<file path="config.mk">
export PLATFORM = sky130hd
export DESIGN_NAME = adc_frame_packer
export DESIGN_NICKNAME = d
export VERILOG_FILES = /design/src/rtl/adc_frame_packer_pkg.sv /design/src/rtl/adc_frame_packer_frame_fifo.sv /design/src/rtl/adc_frame_packer.sv
export SDC_FILE = /design/constraint.sdc
export NUM_CORES = 1
export LEC_CHECK = 0
export CORE_ASPECT_RATIO = 0.8
export CORE_MARGIN = 3
export CORE_UTILIZATION = 25
export CTS_CLUSTER_DIAMETER = 120
export DETAILED_ROUTE_END_ITERATION = 8
export PLACE_DENSITY = 0.36
export SYNTH_ARGS = -nofsm -noshare
export SYNTH_HDL_FRONTEND = slang
export SYNTH_HIERARCHICAL = 1
export SYNTH_SLANG_ARGS = --single-unit
export TNS_END_PERCENT = 5
</file>
<file path="constraint.sdc">
create_clock -name clk_clk -period 5.95 [get_ports clk_clk]
set_input_delay 1.19 -clock clk_clk [delete_from_list [all_inputs] [get_ports clk_clk]]
set_output_delay 1.19 -clock clk_clk [all_outputs]
set_load 0.01 [all_outputs]
</file>
<file path="src/rtl/adc_frame_packer_pkg.sv">
// adc_pkg: shared constants and frame helpers for the ADC frame packer.
//  CH_W       : channel sample width (signed two's complement)
//  NCH        : channels per scan
//  OFFSET_DEF : default mid-scale code removed from raw samples
//  FRAME_W    : packed frame width, channel k at bits [k*CH_W +: CH_W]
package adc_pkg;
  localparam int CH_W       = 11;
  localparam int NCH        = 4;
  localparam int OFFSET_DEF = 512;
  localparam int FRAME_W    = NCH * CH_W;

  function automatic logic [FRAME_W-1:0] pack_frame(
    input logic [CH_W-1:0] c0, c1, c2, c3
  );
    return {c3, c2, c1, c0};
  endfunction

  function automatic logic [CH_W-1:0] unpack_ch(
    input logic [FRAME_W-1:0] f,
    input int                 k
  );
    return f[k*CH_W +: CH_W];
  endfunction
endpackage

</file>
<file path="src/rtl/adc_frame_packer_frame_fifo.sv">
// frame_fifo: synchronous FIFO with show-ahead read.
//  clk, rst_n : clock, async active-low reset
//  push/wdata : write request; accepted when not full, or when full with a pop
//  pop        : read request; ignored when empty
//  rdata      : head entry (zero while empty)
//  full/empty : occupancy flags
//  level      : entries currently stored (0..2^AW)
module frame_fifo #(
  parameter int W  = 44,
  parameter int AW = 3
) (
  input  logic         clk,
  input  logic         rst_n,
  input  logic         push,
  input  logic [W-1:0] wdata,
  input  logic         pop,
  output logic [W-1:0] rdata,
  output logic         full,
  output logic         empty,
  output logic [AW:0]  level
);
  localparam int DEPTH = 1 << AW;

  logic [W-1:0]  mem [DEPTH];
  logic [AW-1:0] wp, rp;
  logic          do_push, do_pop;

  assign empty   = (level == '0);
  assign full    = (level == (AW+1)'(DEPTH));
  assign do_pop  = pop & ~empty;
  // A pop frees the slot in the same cycle, so a full FIFO still accepts.
  assign do_push = push & (~full | do_pop);
  // No bypass: a write into an empty FIFO shows up the following cycle.
  assign rdata   = empty ? '0 : mem[rp];

  always_ff @(posedge clk or negedge rst_n) begin
    if (!rst_n) begin
      wp    <= '0;
      rp    <= '0;
      level <= '0;
    end else begin
      if (do_push) wp <= wp + AW'(1);
      if (do_pop)  rp <= rp + AW'(1);
      case ({do_push, do_pop})
        2'b10:   level <= level + (AW+1)'(1);
        2'b01:   level <= level - (AW+1)'(1);
        default: ;
      endcase
    end
  end

  always_ff @(posedge clk) begin
    if (do_push) mem[wp] <= wdata;
  end
endmodule

</file>
<file path="src/rtl/adc_frame_packer.sv">
// adc_frame_packer: snapshots each completed 4-channel ADC scan, removes the
// mid-scale offset, averages 2^LOG2_DECIM scans and queues the result.
//  clk_clk, reset_n     : clock, async active-low reset
//  enable               : accept scans; low drops scans and clears averaging
//  select_ch            : upstream channel pointer, a 3->0 step marks a scan
//  ch0_in..ch3_in       : raw channel codes
//  src_data/valid/ready : show-ahead frame output {ch3,ch2,ch1,ch0}
//  fill_level           : frames buffered
//  overflow, clear_ovf  : sticky drop flag and its clear (set wins)
module adc_frame_packer
  import adc_pkg::*;
#(
  parameter int OFFSET     = OFFSET_DEF,
  parameter int LOG2_DECIM = 2,
  parameter int FIFO_AW    = 3
) (
  input  logic               clk_clk,
  input  logic               reset_n,
  input  logic               enable,
  input  logic [1:0]         select_ch,
  input  logic [CH_W-1:0]    ch0_in,
  input  logic [CH_W-1:0]    ch1_in,
  input  logic [CH_W-1:0]    ch2_in,
  input  logic [CH_W-1:0]    ch3_in,
  output logic [FRAME_W-1:0] src_data,
  output logic               src_valid,
  input  logic               src_ready,
  output logic [FIFO_AW:0]   fill_level,
  output logic               overflow,
  input  logic               clear_ovf
);
  localparam int STAGES = 2;
  localparam int ACC_W  = CH_W + LOG2_DECIM;
  localparam int CNT_W  = (LOG2_DECIM > 0) ? LOG2_DECIM : 1;
  localparam int DECIM  = 1 << LOG2_DECIM;

  // vld_pipe[0]: raw snapshot held, [1]: offset-removed sample held,
  // [2]: averaged frame ready to push.
  logic [STAGES:0]    vld_pipe;
  logic [1:0]         sel_q;
  logic               primed, tick, take, last;
  logic [FRAME_W-1:0] raw_in, raw_r, res_frame;
  logic [CNT_W-1:0]   cnt;
  logic               fifo_full, fifo_empty;

  assign raw_in = pack_frame(ch0_in, ch1_in, ch2_in, ch3_in);
  assign tick   = enable & (sel_q == 2'd3) & (select_ch == 2'd0);
  // The first scan after reset or enable rise carries stale upstream data.
  assign take   = tick & primed;
  assign last   = (cnt == CNT_W'(DECIM - 1));

  always_ff @(posedge clk_clk or negedge reset_n) begin
    if (!reset_n) begin
      sel_q    <= '0;
      primed   <= 1'b0;
      vld_pipe <= '0;
      raw_r    <= '0;
      cnt      <= '0;
    end else begin
      sel_q <= select_ch;
      if (!enable)   primed <= 1'b0;
      else if (tick) primed <= 1'b1;
      if (take) raw_r <= raw_in;
      // Dropping enable kills samples not yet folded into a finished frame.
      vld_pipe[0] <= take;
      vld_pipe[1] <= vld_pipe[0] & enable;
      vld_pipe[2] <= vld_pipe[1] & enable & last;
      if (!enable)          cnt <= '0;
      else if (vld_pipe[1]) cnt <= last ? '0 : cnt + CNT_W'(1);
    end
  end

  for (genvar k = 0; k < NCH; k++) begin : g_ch
    logic [CH_W-1:0]         s_r, res_r;
    logic signed [CH_W-1:0]  s_sgn;
    logic signed [ACC_W-1:0] acc, sum;

    // Upstream codes are 0..1023, so the subtraction never wraps.
    assign s_sgn = s_r;
    assign sum   = acc + ACC_W'(s_sgn);

    always_ff @(posedge clk_clk or negedge reset_n) begin
      if (!reset_n) begin
        s_r   <= '0;
        acc   <= '0;
        res_r <= '0;
      end else begin
        if (vld_pipe[0]) s_r <= unpack_ch(raw_r, k) - CH_W'(OFFSET);
        if (!enable) acc <= '0;
        else if (vld_pipe[1]) begin
          acc <= last ? '0 : sum;
          // Arithmetic shift gives floor rounding for negative averages.
          if (last) res_r <= CH_W'(sum >>> LOG2_DECIM);
        end
      end
    end

    assign res_frame[k*CH_W +: CH_W] = res_r;
  end

  frame_fifo #(
    .W  (FRAME_W),
    .AW (FIFO_AW)
  ) u_fifo (
    .clk   (clk_clk),
    .rst_n (reset_n),
    .push  (vld_pipe[2]),
    .wdata (res_frame),
    .pop   (src_ready),
    .rdata (src_data),
    .full  (fifo_full),
    .empty (fifo_empty),
    .level (fill_level)
  );

  assign src_valid = ~fifo_empty;

  always_ff @(posedge clk_clk or negedge reset_n) begin
    if (!reset_n)                               overflow <= 1'b0;
    else if (vld_pipe[2] & fifo_full & ~src_ready) overflow <= 1'b1;
    else if (clear_ovf)                         overflow <= 1'b0;
  end
endmodule

</file>
==> After elaboration in Yosys (flattened, before gate mapping) <==
Memories as Yosys holds them, arrays and structs flattened.
Index checks and enable logic that the tools add are counted.
{ "word_totals": {"regBits": 203, "ram_bits": 352, "in_bits": 51, "out_inout_bits": 50, "elab_cells": 84, "memories": 1} }
{ "op_classes": {"n_addsub": 13, "eq_ne": 7, "muxes": 23, "bitwise_logic": 14, "reduce_logical": 5} }
{ "mem_list": {"columns": ["memory", "depth", "word_bits", "rd", "rd_ports_with_merged_regs", "write_ports", "line", "rtl"], "rows": [
  ["u_fifo.mem", 8, 44, 1, 0, 1, "adc_frame_packer_frame_fifo.sv:24", "logic [W-1:0] mem [DEPTH];"]
]} }
{ "op_table": {"columns": ["operator", "n"], "rows": [
  ["13-bit two-way mux", 12],
  ["13-bit by 11-bit adder with 13-bit output", 4],
  ["44-bit two-way mux", 1],
  ["11-bit by 10-bit subtractor with 11-bit output, second input constant", 4],
  ["1-bit bitwise AND", 10],
  ["4-bit case mux with 2 select lines", 1],
  ["3-bit by 1-bit adder with 3-bit output, second input constant", 2],
  ["2-bit equality test, second input constant", 3],
  ["1-bit two-way mux", 6],
  ["2-bit two-way mux", 3],
  ["4-bit by 1-bit adder with 4-bit output, second input constant", 1],
  ["4-bit equality test, second input constant", 1],
  ["4-bit zero test", 1],
  ["2-bit by 1-bit inequality test with 1-bit output, second input constant", 2],
  ["2-bit nonzero test", 2],
  ["4-bit by 1-bit subtractor with 4-bit output, second input constant", 1],
  ["1-bit inverter", 3],
  ["3-bit AND reduction", 1],
  ["2-bit by 1-bit adder with 2-bit output, second input constant", 1],
  ["2-bit by 1-bit equality test with 1-bit output, second input constant", 1],
  ["2-bit zero test", 1],
  ["1-bit OR", 1]
]} }

==> Logic depth before layout (Yosys ltp) <==
{ "depth": {"depth_word": 7, "mapped_depth": 10, "depth_no_buf": 9} }

==> Modules after synthesis <==
Netlist, hierarchy kept.
{ "modules_own_cells": {"columns": ["module", "n_inst", "cells_per_inst", "area_per_inst_um2", "seq_area_each_um2"], "rows": [
  ["frame_fifo", 1, 628, 14009.7, 10820.4],
  ["adc_frame_packer", 1, 858, 9464.1, 4829.6]
]} }

==> Least setup slack after synthesis <==
Ideal clock, no wire load.
{ "synth_timing": {"path_kind": "input port to flip-flop", "startpoint": "in src_ready", "endpoint": "mem u_fifo.mem[0][0] (enable)", "setup_ns": 0.500, "arrival_time_ns": 4.799, "required_time_ns": 5.450, "slack_ns": 0.651, "path_stages": 5, "path_buffers": 1, "path_cell_list": "buf_2 -> nand2b_1 -> o21a_1 -> nand2b_1 -> nor3_1"} }
{ "synth_via": {"elab_chain_cells": 5} }
{ "synth_lines": {"columns": ["element", "line", "rtl"], "rows": [
  ["from (decl)", "adc_frame_packer.sv:27", "input logic src_ready,"],
  ["1-bit bitwise AND", "adc_frame_packer_frame_fifo.sv:30", "assign do_pop = pop & ~empty;"],
  ["1-bit OR", "adc_frame_packer_frame_fifo.sv:32", "assign do_push = push & (~full | do_pop);"],
  ["1-bit bitwise AND", "adc_frame_packer_frame_fifo.sv:32", null],
  ["1-bit two-way mux", "adc_frame_packer_frame_fifo.sv:53", "if (do_push) mem[wp] <= wdata;"],
  ["1-bit two-way mux (implied by the code)", "adc_frame_packer_frame_fifo.sv:53", null],
  ["to (decl)", "adc_frame_packer_frame_fifo.sv:24", null]
]} }
Every way passes these cells.

==> Worst setup path after layout <==
{ "layout_timing": {"startpoint": "reg u_fifo.rp[0]", "endpoint": "out src_data[24]"} }
{ "layout_via": {"elab_chain_cells": 2} }
{ "layout_lines": {"columns": ["element", "line", "rtl"], "rows": [
  ["from (decl)", "adc_frame_packer_frame_fifo.sv:25", "logic [AW-1:0] wp, rp;"],
  ["from (signal assigned)", "adc_frame_packer_frame_fifo.sv:43", "if (do_pop) rp <= rp + AW'(1);"],
  ["memory read 8 x 44 bit", null, null],
  ["44-bit two-way mux", "adc_frame_packer_frame_fifo.sv:34", "assign rdata = empty ? '0 : mem[rp];"],
  ["to (decl)", "adc_frame_packer.sv:25", "output logic [FRAME_W-1:0] src_data,"]
]} }
Every way passes these cells.

==> impl_summary.txt <==
----------------------------------------------------
[GRT]
  Number of antenna violations at the first check in global routing ... 4
  Sum of overflow across all layers after global routing ... 0
  Via count of the first global-routing pass ... 13,500
  Met2 track utilization from global routing ... 17.9%
  Met1 track demand over resource in global routing ... 18.4%
  Global-route track usage on met3 ... 2.33%
  Busiest layer in global routing ... met1
  GRT Overall Usage ... 12.2%
  First-pass GRT wire length ... 89,800 um
  Maximum number of pins on one net before global-route repair ... 93

[Timing]
  Timing-limited maximum frequency ... 0.214 GHz
  Sum of negative setup slack ... 0 ns
  Max-slew violation total from the final report ... 0
  Setup Skew ... 0.0384 ns
  Unrepaired setup endpoints after global routing ... false
  Slew @ Worst Pin ... 1.09 ns
  Number of failing hold endpoints at the final stage ... 0
  Slew Limit Headroom ... 27.5%
  Setup violations, final ... 0
  Final cycle utilization of the critical path ... 78.5%
  Fin crit period ... 4.67 ns

[Placed design]
  Number of buffers inserted by port buffering ... 100
  Routability cong. ... 0.713
  DP HPWL ... 36,000 um

[Synth]
  Synthesis Warnings ... 6
  Post-synthesis cell type count ... 72
  Area share of the largest cell type after synthesis ... 45.0%
  Fraction of the mapped netlist area in adder cells ... 3.25%
  Simple-gate area share of the yosys netlist ... 5.13%
  Synth Area in XOR/XNOR ... 1.92%
  Dominant cell by count in the synthesized netlist ... sky130_fd_sc_hd__edfxtp_1
  Avg Synthesized Cell Area ... 15.8 sq um
  Most used flip-flop cell after synthesis ... sky130_fd_sc_hd__edfxtp_1
  Proportion of register bits with asynchronous set or reset after synthesis ... 36.6%
  Post-Syn Area ... 23,500 sq um
  Multiplexer share of the synthesized area ... 14.6%
  Combinational family with the most area after synthesis ... multiplexers
  Number of instances in the synthesized netlist ... 1,486
  EDFF count, synth ... 352
  Biggest area contributors in the synthesized netlist ... sky130_fd_sc_hd__edfxtp_1 45%, sky130_fd_sc_hd__dfrtp_1 22%, sky130_fd_sc_hd__mux4_2 8.4%
  Cell taking the most area after synthesis ... sky130_fd_sc_hd__edfxtp_1
  Flops & latches, synth ... 555
  Share of the synthesized area in compound gates (AO/OA/AOI/OAI) ... 6.45%
  Register area share after synthesis ... 66.7%
  Synthesized Nets ... 1,595
  Leading cell types by count after synthesis ... 352 x sky130_fd_sc_hd__edfxtp_1, 203 x sky130_fd_sc_hd__dfrtp_1, 112 x sky130_fd_sc_hd__nand2_1, 96 x sky130_fd_sc_hd__o21ai_0, 88 x sky130_fd_sc_hd__mux4_2

[Clock tree]
  Post-CTS setup buffer count ... 0
  Clock-pin slew on the worst setup and hold paths ... 0.06 ns
  Number of cells upsized or downsized after cts ... 0
  # H-tree levels ... 2
  Max Root-Sink Buffers ... 3
  CTS Buf Count ... 61
  Hold-fix buffers, CTS ... 0
  Root buffer selected by CTS ... sky130_fd_sc_hd__clkbuf_16
  Insertion delay to the later sink of the worst-skew pair ... 0.66 ns
  TritonCTS clock tree ... built
  Clock sinks ... 555

[Worst setup path]
  Arrival time worst endpoint ... 3.48 ns
  Critical Path RT ... 4.76 ns
  Combined buffer and inverter count along the critical path ... 1
  Category of the worst setup path launch point ... flop
  Maximum fanout encountered on the critical timing path ... 42
  Master of the slowest instance on the critical path ... sky130_fd_sc_hd__dfrtp_4
  Top Family by Delay on Critical Path ... multiplexers
  Critical path cell sequence ... mux4_2 > mux2i_1 > nor2_1 > clkdlybuf4s50_1
  Category of the worst setup path capture point ... output pin
  Maximum single-stage delay on the critical path ... 1.05 ns
  Critical path class ... reg2out

[Job]
  Total of max-cap violations ... 0

[Finish]
  Fill count ... 9,174
  Synthesis-to-layout area growth ... 19.4%
  Final core area utilization ... 30.4%
  Post-layout nets ... 1,713
  Layout cell share with drive strength beyond 1 ... 18.9%

[Floorplanning]
  Die height ... 280 um
  Placement Rows ... 99
  I/O pin count ... 101
  Initial core utilization ... 25.5%
  Placeable Area ... 92,200 sq um
  Area of the die ... 97,600 sq um
  Die Span X ... 349 um

[Drt]
  Via-per-instance ratio ... 4.41
  DR DRC count ... 0
  Mean routed wirelength per cell ... 20.4 um
  Count of nets left with antenna violations after detail routing ... 0
  Drt pass-1 iters ... 7
  Overall via count from detail_route ... 12,700
  Final WL ... 58,500 um
  Number of violations reported at the end of detailed-routing iteration 0 ... 724

[Worst hold path]
  Kind of path behind the tightest hold check ... reg2reg

[Power]
  Power per standard cell area ... 352 nW/um^2
  Static Leakage ... 10.8 nW
  Peak VDD IR ... 0.000226 V

[Status]
  Run status ... complete, no violations

----------------------------------------------------
## area by class of cell
class	instances	area (sq um)	share of cell area, %
sequential	555	15700	55.9
multi-input combinational	825	7420	26.5
clock buffer	82	1650	5.87
tap	1212	1520	5.41
timing repair buffer	124	1270	4.54
clock inverter	31	355	1.27
inverter	37	139	0.496
antenna	5	12.5	0.0446
## per-layer routing
layer | part of all wire [%] | up-vias
met4 | 2.0 | 4
met1 | 51 | 6460
met3 | 4.2 | 81
met2 | 43 | 186
li1 | - | 5930
met5 | 0.043 | -
## metrics by stage
stage	power (mW)	worst slack, ns	cell area [sq um]	hold WS (ns)	std cells
2_1_floorplan	5.45	0.651	23500	0.449	1486
3_3_place_gp	6.22	1.81	26000	0.467	2753
3_5_place_dp	6.22	1.85	26000	0.475	2753
4_1_cts	10.1	1.12	28000	0.489	2866
5_1_grt	10.4	1.02	28000	0.508	2866
6_report	9.85	1.28	28000	0.487	2871
## power breakdown
group	internal (mW)	switching, mW
Combinational	0.933	0.735
Sequential	4.12	0.273
Clock	2.20	1.59
Total	7.25	2.60
## kinds of logic after synthesis
kind of cell               count (synthesis)
xor gates and xnor gates                  50
adders and majority gates                 58
DFF                                      555
muxes                                    221
and+or+nand+nor                          264
buffers and inverters                    106
AOI/OAI and AO/OA                        232
## tightest hold or removal path: stages (launching register included)
cell                      delay, ns
sky130_fd_sc_hd__dfrtp_1       0.34
sky130_fd_sc_hd__nand2_1       0.04
sky130_fd_sc_hd__o21ai_0       0.06
## path summary, 6_finish.rpt
path	start	end	slack [ns]	cells past startpoint
worst max register to register	u_fifo/level[0]$_DFFE_PN0P_	u_fifo/mem[7][3]$_DFFE_PP_	3.16	5
worst min-delay path	g_ch[3].acc[4]$_DFFE_PN0P_	g_ch[3].acc[4]$_DFFE_PN0P_	0.49	2
worst min register to register	g_ch[3].acc[4]$_DFFE_PN0P_	g_ch[3].acc[4]$_DFFE_PN0P_	0.49	2
worst max-delay path	u_fifo/rp[0]$_DFFE_PN0N_	src_data[24]	1.28	4
max in group asynchronous	reset_n	u_fifo/rp[0]$_DFFE_PN0N_	4.40	2
min in group asynchronous	reset_n	raw_r[12]$_DFFE_PN0P_	0.52	1
## placed cells by master, fill, tap and decap left out, types with 5 or more instances in the layout
| master | n |
|---|---|
| sky130_fd_sc_hd__fa_1 | 5 |
| sky130_fd_sc_hd__clkdlybuf4s50_1 | 99 |
| sky130_fd_sc_hd__o21ai_1 | 8 |
| sky130_fd_sc_hd__a211oi_1 | 9 |
| sky130_fd_sc_hd__nor2_4 | 7 |
| sky130_fd_sc_hd__xnor2_1 | 24 |
| sky130_fd_sc_hd__clkinv_1 | 10 |
| sky130_fd_sc_hd__dfrtp_1 | 199 |
| sky130_fd_sc_hd__clkinv_2 | 10 |
| sky130_fd_sc_hd__a31oi_1 | 5 |
| sky130_fd_sc_hd__mux4_2 | 88 |
| sky130_fd_sc_hd__o21ai_0 | 96 |
| sky130_fd_sc_hd__a22o_1 | 5 |
| sky130_fd_sc_hd__bufinv_16 | 6 |
| sky130_fd_sc_hd__xor2_1 | 25 |
| sky130_fd_sc_hd__nand4_1 | 7 |
| sky130_fd_sc_hd__inv_1 | 36 |
| sky130_fd_sc_hd__clkbuf_16 | 62 |
| sky130_fd_sc_hd__or3_1 | 9 |
| sky130_fd_sc_hd__o21a_1 | 16 |
| sky130_fd_sc_hd__diode_2 | 5 |
| sky130_fd_sc_hd__mux2_2 | 82 |
| sky130_fd_sc_hd__ha_1 | 53 |
| sky130_fd_sc_hd__nand3_1 | 12 |
| sky130_fd_sc_hd__nor2_1 | 60 |
| sky130_fd_sc_hd__mux2i_1 | 50 |
| sky130_fd_sc_hd__and3_1 | 10 |
| sky130_fd_sc_hd__nand2b_1 | 13 |
| sky130_fd_sc_hd__o211ai_1 | 6 |
| sky130_fd_sc_hd__buf_12 | 7 |
| sky130_fd_sc_hd__nand2_1 | 112 |
| sky130_fd_sc_hd__a21oi_1 | 29 |
| sky130_fd_sc_hd__edfxtp_1 | 352 |
| sky130_fd_sc_hd__nor3_1 | 7 |
| sky130_fd_sc_hd__nor3b_1 | 5 |
| sky130_fd_sc_hd__a21o_1 | 18 |
| sky130_fd_sc_hd__clkbuf_1 | 18 |
| sky130_fd_sc_hd__buf_4 | 17 |
## flip-flops by register name, indices dropped and copies added (netlist names)
register,count
g_ch.s_r,44
cnt,2
primed,1
sel_q,2
u_fifo/rp,3
raw_r,44
g_ch.res_r,44
u_fifo/level,4
u_fifo/mem,352
vld_pipe,3
g_ch.acc,52
u_fifo/wp,3
overflow,1
Power figures use the tool's default switching activity.
